[src/rtl/fpu_decode_stage.sv]
// fpu_decode_stage: Zhinx half-precision FPU instruction decode stage.
// Optional FPU_DECODE_SKID_EN: 2-entry skid buffer, registered in_ready.
module fpu_decode_stage (
    input  logic        CLK,
    input  logic        nRST,
    input  logic        in_valid,
    output logic        in_ready,
    input  logic [31:0] in_insn,
    input  logic [15:0] in_rs1_val,
    input  logic [15:0] in_rs2_val,
    input  logic [15:0] in_rs3_val,
    input  logic        frm_we,
    input  logic [2:0]  frm_wdata,
    output logic [2:0]  frm,
    output logic        out_valid,
    input  logic        out_ready,
    output logic [3:0]  out_op,
    output logic [2:0]  out_rm,
    output logic [2:0]  out_sub,
    output logic [15:0] out_a,
    output logic [15:0] out_b,
    output logic [15:0] out_c,
    output logic [4:0]  out_rd,
    output logic        out_illegal
);

    localparam logic [6:0] OPC_OPFP  = 7'b1010011;
    localparam logic [6:0] OPC_MADD  = 7'b1000011;
    localparam logic [6:0] OPC_MSUB  = 7'b1000111;
    localparam logic [6:0] OPC_NMSUB = 7'b1001011;
    localparam logic [6:0] OPC_NMADD = 7'b1001111;
    localparam logic [1:0] FMT_HALF  = 2'b10;
    localparam logic [2:0] RM_DYN    = 3'b111;

    localparam logic [4:0] F5_ADD    = 5'b00000;
    localparam logic [4:0] F5_SUB    = 5'b00001;
    localparam logic [4:0] F5_MUL    = 5'b00010;
    localparam logic [4:0] F5_DIV    = 5'b00011;
    localparam logic [4:0] F5_SGNJ   = 5'b00100;
    localparam logic [4:0] F5_MINMAX = 5'b00101;
    localparam logic [4:0] F5_SQRT   = 5'b01011;
    localparam logic [4:0] F5_COMP   = 5'b10100;
    localparam logic [4:0] F5_CLASS  = 5'b11100;

    localparam logic [3:0] OP_ADD   = 4'd0;
    localparam logic [3:0] OP_SUB   = 4'd1;
    localparam logic [3:0] OP_MUL   = 4'd2;
    localparam logic [3:0] OP_DIV   = 4'd3;
    localparam logic [3:0] OP_MIN   = 4'd4;
    localparam logic [3:0] OP_MAX   = 4'd5;
    localparam logic [3:0] OP_SQRT  = 4'd6;
    localparam logic [3:0] OP_SGNJ  = 4'd7;
    localparam logic [3:0] OP_COMP  = 4'd8;
    localparam logic [3:0] OP_CLASS = 4'd9;
    localparam logic [3:0] OP_MADD  = 4'd10;
    localparam logic [3:0] OP_MSUB  = 4'd11;
    localparam logic [3:0] OP_NMADD = 4'd12;
    localparam logic [3:0] OP_NMSUB = 4'd13;

    typedef struct packed {
        logic [3:0]  op;
        logic [2:0]  rm;
        logic [2:0]  sub;
        logic [15:0] a;
        logic [15:0] b;
        logic [15:0] c;
        logic [4:0]  rd;
        logic        ill;
    } dec_t;

    logic [6:0] opc;
    logic [4:0] f5;
    logic [1:0] fmt;
    logic [4:0] rs2;
    logic [2:0] rm;
    logic [4:0] rd;
    logic       unused_rs1;

    assign opc        = in_insn[6:0];
    assign rd         = in_insn[11:7];
    assign rm         = in_insn[14:12];
    assign rs2        = in_insn[24:20];
    assign fmt        = in_insn[26:25];
    assign f5         = in_insn[31:27];
    assign unused_rs1 = ^in_insn[19:15];

    logic [2:0] frm_q;
    logic [3:0] op;
    logic       known;
    logic       use_rm;
    logic       is_r4;
    logic       rm_bad;
    logic       legal;
    dec_t       dec;

    assign frm = frm_q;

    // Dynamic rounding-mode CSR; decode in the same cycle sees the old value.
    always_ff @(posedge CLK or negedge nRST) begin
        if (!nRST) frm_q <= 3'b000;
        else if (frm_we) frm_q <= frm_wdata;
    end

    // Opcode / funct5 / subselect classification.
    always_comb begin
        op     = OP_ADD;
        known  = 1'b0;
        use_rm = 1'b0;
        is_r4  = 1'b0;
        if (fmt == FMT_HALF) begin
            case (opc)
                OPC_OPFP: begin
                    case (f5)
                        F5_ADD: begin
                            op = OP_ADD; known = 1'b1; use_rm = 1'b1;
                        end
                        F5_SUB: begin
                            op = OP_SUB; known = 1'b1; use_rm = 1'b1;
                        end
                        F5_MUL: begin
                            op = OP_MUL; known = 1'b1; use_rm = 1'b1;
                        end
                        F5_DIV: begin
                            op = OP_DIV; known = 1'b1; use_rm = 1'b1;
                        end
                        F5_SQRT: begin
                            op = OP_SQRT; use_rm = 1'b1;
                            known = (rs2 == 5'd0);
                        end
                        F5_MINMAX: begin
                            op = rm[0] ? OP_MAX : OP_MIN;
                            known = (rm[2:1] == 2'b00);
                        end
                        F5_SGNJ: begin
                            op = OP_SGNJ;
                            known = (rm <= 3'b010);
                        end
                        F5_COMP: begin
                            op = OP_COMP;
                            known = (rm <= 3'b010);
                        end
                        F5_CLASS: begin
                            op = OP_CLASS;
                            known = (rm == 3'b001) && (rs2 == 5'd0);
                        end
                        default: known = 1'b0;
                    endcase
                end
                OPC_MADD: begin
                    op = OP_MADD; known = 1'b1;
                    use_rm = 1'b1; is_r4 = 1'b1;
                end
                OPC_MSUB: begin
                    op = OP_MSUB; known = 1'b1;
                    use_rm = 1'b1; is_r4 = 1'b1;
                end
                OPC_NMADD: begin
                    op = OP_NMADD; known = 1'b1;
                    use_rm = 1'b1; is_r4 = 1'b1;
                end
                OPC_NMSUB: begin
                    op = OP_NMSUB; known = 1'b1;
                    use_rm = 1'b1; is_r4 = 1'b1;
                end
                default: known = 1'b0;
            endcase
        end
    end

    // Rounding-mode legality and resolution, then the output bundle.
    always_comb begin
        rm_bad = (rm == 3'b101) || (rm == 3'b110) ||
                 ((rm == RM_DYN) && (frm_q >= 3'b101));
        legal  = known && !(use_rm && rm_bad);
        dec    = '0;
        dec.rd = rd;
        if (legal) begin
            dec.op  = op;
            dec.rm  = use_rm ? ((rm == RM_DYN) ? frm_q : rm) : 3'b000;
            dec.sub = rm;
            dec.a   = in_rs1_val;
            dec.b   = in_rs2_val;
            dec.c   = is_r4 ? in_rs3_val : 16'h0000;
        end else begin
            dec.ill = 1'b1;
        end
    end

    dec_t ent0;

`ifdef FPU_DECODE_SKID_EN
    dec_t       ent1;
    logic [1:0] cnt;
    logic [1:0] cnt_nxt;
    logic       rdy_q;
    logic       push;
    logic       pop;

    assign in_ready  = rdy_q;
    assign out_valid = (cnt != 2'd0);
    assign push      = in_valid && rdy_q;
    assign pop       = out_valid && out_ready;

    // Occupancy after this cycle's push/pop.
    always_comb begin
        cnt_nxt = cnt;
        if (push && !pop) cnt_nxt = cnt + 2'd1;
        else if (pop && !push) cnt_nxt = cnt - 2'd1;
    end

    // Two-entry FIFO; ent0 is the head driving the outputs.
    always_ff @(posedge CLK or negedge nRST) begin
        if (!nRST) begin
            cnt   <= 2'd0;
            rdy_q <= 1'b1;
            ent0  <= '0;
            ent1  <= '0;
        end else begin
            cnt   <= cnt_nxt;
            rdy_q <= (cnt_nxt != 2'd2);
            if (pop && cnt == 2'd2) ent0 <= ent1;
            else if (push && cnt_nxt == 2'd1) ent0 <= dec;
            if (push && cnt_nxt == 2'd2) ent1 <= dec;
        end
    end
`else
    logic vld_q;

    assign in_ready  = !vld_q || out_ready;
    assign out_valid = vld_q;

    // Single output register, reloaded whenever it is empty or draining.
    always_ff @(posedge CLK or negedge nRST) begin
        if (!nRST) begin
            vld_q <= 1'b0;
            ent0  <= '0;
        end else if (in_ready) begin
            vld_q <= in_valid;
            if (in_valid) ent0 <= dec;
        end
    end
`endif

    assign out_op      = ent0.op;
    assign out_rm      = ent0.rm;
    assign out_sub     = ent0.sub;
    assign out_a       = ent0.a;
    assign out_b       = ent0.b;
    assign out_c       = ent0.c;
    assign out_rd      = ent0.rd;
    assign out_illegal = ent0.ill;

endmodule

[config.mk]
export PLATFORM = sky130hd
export DESIGN_NAME = fpu_decode_stage
export DESIGN_NICKNAME = d
export VERILOG_FILES = /design/src/rtl/fpu_decode_stage.sv
export SDC_FILE = /design/constraint.sdc
export NUM_CORES = 1
export LEC_CHECK = 0
export CORE_ASPECT_RATIO = 0.5
export CORE_MARGIN = 2
export CORE_UTILIZATION = 38
export CTS_BUF_LIST = sky130_fd_sc_hd__clkbuf_16
export DETAILED_ROUTE_END_ITERATION = 10
export GPL_TIMING_DRIVEN = 0
export MAX_ROUTING_LAYER = met4
export PLACE_DENSITY = 0.9
export REMOVE_ABC_BUFFERS = 1
export SYNTH_ARGS = -nofsm -noshare
export SYNTH_HDL_FRONTEND = slang
export SYNTH_SLANG_ARGS = --single-unit
export TNS_END_PERCENT = 100
[constraint.sdc]
create_clock -name CLK -period 2.19 [get_ports CLK]
set_input_delay 0.438 -clock CLK [delete_from_list [all_inputs] [get_ports CLK]]
set_output_delay 0.438 -clock CLK [all_outputs]
set_load 0.02 [all_outputs]
==> reports/metrics.cfg <==
[status]
status=finished with violations
failed_checks=setup timing

[grt]
met1_usage_pct=30.4
grt.busiest_layer=met2
grt_util_met2_pct=49.1
grt_max_degree=43
grt.met3_usage_pct=6.03
antenna_found_initial=0
grt-ovfl-total=0
grt_pass1_vias=2882
grt_pass1_wl_mm=16.7
track_usage_pct=28.1

[finish]
area_delta_synth_final_pct=76.5
final_core_util_pct=71.4
n_antenna_cell=0
num-nets-final=457
nFillCells=391
drive_above_1_share_pct=14.2

[detailed_routing]
avgViaCountPerCell=6.02
drc=0
ant_nets=0
vias=2799
drtIter0Drc=246
dr.pass1.iters=4
wire_per_inst_um=25.5
finalWirelength_mm=11.9

[clock_tree]
cts-root-buf=clkbuf_16
htree_levels=3
cts_sinks=68
clkTransAtPathRegs_ps=60
cts_tree=done
cts.path.max_buffers=2
numCtsBuffers=9
clock_latency_ps=330

[sta]
finalCriticalPeriod_ps=2190
max_freq_ghz=0.457
fin_crit_sh_pct=100
slew_headroom_pct=33.2
worst_slew_pin_slew_ps=1000
slew_viol_final=0
hold_viol_final=0
fin_ws_ps=-0.524
setup_viol=1
skew_ps=7.00

[setup_path]
critical_path.startpoint_type=input port
critPathCaptureType=flop
worst-path-max-fanout=25
path_class=input port to flop
crit_required_ps=2440
cp.arrival_ps=2440

[floorplan]
core-area_um2=6860
rows=21
fp.dieH_um=64.4
ioPinCount=157
die_w_um=125
die-area_um2=8040
initial_utilization_pct=40.4

[synthesis]
yosys.area.top_type=dfrtp_1
synth_flop_cell=dfrtp_1
synth_cell_types=35
syn_inst=203
ys_async_sr_fraction_pct=100
avgSynthCellArea_um2=13.7
yosys.area.top_type_share_pct=61.4
yosysMostFrequentCell=dfrtp_1
yosysSeqAreaShare_pct=61.4
synth_edf_count=0
yosys-top-cells-count=dfrtp_1 (68), a22o_1 (54), mux2_2 (8), o21ai_0 (8), clkbuf_1 (7)
synth_seq_cells=68
synth.area.top_cells=dfrtp_1 (61%), a22o_1 (17%), mux2_2 (3.2%), buf_6 (1.6%), a32o_1 (1.4%)
yosysWarnings=0
syn_area_um2=2770

[job]
drv_cap=0

[power]
total_power_mw=3.03
power_density_nw_per_um2=619
power.leakage_nw=2.15
vdd_drop_max_mv=0.343

[hold_path]
min_path_type=input port to async pin

[placed_design]
gp_congestion=0.910
port_buffers=151
dp_hpwl_mm=6.46

==> through the flow <==
step / instance area [um2] / setup TNS, ps / hold WS (ps) / setup WS (ps) / std cells
final: 4890 / -0.524 / 280 / -0.524 / 465
after global routing: 4890 / -12.3 / 333 / -7.44 / 465
after CTS: 4780 / 0 / 285 / 0.290 / 456
after detailed placement: 4370 / -38690 / 490 / -750 / 435
after global placement: 4310 / -166270 / 478 / -1560 / 432
after floorplan: 2690 / -16070 / 142 / -703 / 189
==> placed cells by master (no fill, tap or decap), types with 2 or more instances in the layout <==
master / instances
a21oi_1: 4
a22o_1: 54
a32o_1: 3
and4bb_1: 2
buf_12: 3
buf_4: 10
clkbuf_16: 10
clkdlybuf4s50_1: 139
clkinv_2: 3
clkinvlp_4: 2
dfrtp_1: 68
dlygate4sd2_1: 6
dlymetal6s2s_1: 5
inv_1: 4
mux2_2: 8
nand2_1: 2
nand2b_1: 2
nand2b_4: 2
nand3b_1: 3
nand4b_1: 2
nor2_1: 4
o21ai_0: 8
o22ai_1: 2
==> where the power goes <==
part	leakage, nW	switching (mW)	total [mW]	internal (mW)
clock	0.128	0.539	1.29	0.748
sequential	0.924	0.0174	1.30	1.28
combinational	1.10	0.208	0.445	0.237
==> worst max-delay path, stage by stage <==
cell	delay, ps
clkdlybuf4s50_1	400
nand4b_1	270
nor3b_2	320
nand4_1	220
a221oi_4	230
buf_4	200
buf_12	170
a22o_1	180
==> sequential cells by signal (all words and copies together), names as in the netlist <==
name and count:
out_a 16, out_illegal 1, out_c 16, out_rd 5
frm 3, out_op 4, out_valid 1, out_rm 3
out_b 16, out_sub 3
==> area by class of cell <==
cell class | instances | area, um2 | area share [%]
Inverter | 3 | 11.3 | 0.230
Timing Repair Buffer | 168 | 1740 | 35.6
Sequential cell | 68 | 1700 | 34.8
Clock buffer | 9 | 225 | 4.60
Tap cell | 92 | 115 | 2.35
Clock inverter | 6 | 33.8 | 0.690
Multi-Input combinational cell | 119 | 1060 | 21.7
==> cells by family (layout without fill, tap and decap cells) <==
kind of cell | after synthesis | in the layout | synth area share (%)
buf+inv | 17 | 186 | 3.52
xor+xnor | 1 | 1 | 0.316
mux | 9 | 9 | 3.61
flops | 68 | 68 | 61.4
compound gates | 82 | 82 | 24.9
simple gates | 26 | 27 | 6.27
==> path summary, 6_finish.rpt <==
kind                            start        to  slack (ps)  depth (start not counted)
max in group asynchronous        nRST  out_c[0]        1230                          2
setup / recovery           in_insn[5]  out_a[7]        -0.5                          8
setup reg to reg               frm[1]  out_c[5]         230                          6
hold / removal                   nRST  out_a[5]         280                          1
min in group CLK             out_b[0]  out_b[0]         500                          1
hold reg to reg              out_b[0]  out_b[0]         500                          1
==> metal layers <==
metal / wire, um / up-vias
li1: - / 1125
met1: 4360 / 1423
met2: 6100 / 187
met3: 810 / 64
met4: 606 / 0
met5: 0 / -
==> what timing repair did <==
action	CTS	global route
pin swaps	2	6
setup buffers	5	7
gates resized for setup	19	8
hold endpoints to repair	0	0
cloned	1	2
hold buffers	0	0
setup endpoints to repair	60	59
Note: power is estimated with default switching activity, not from simulation.
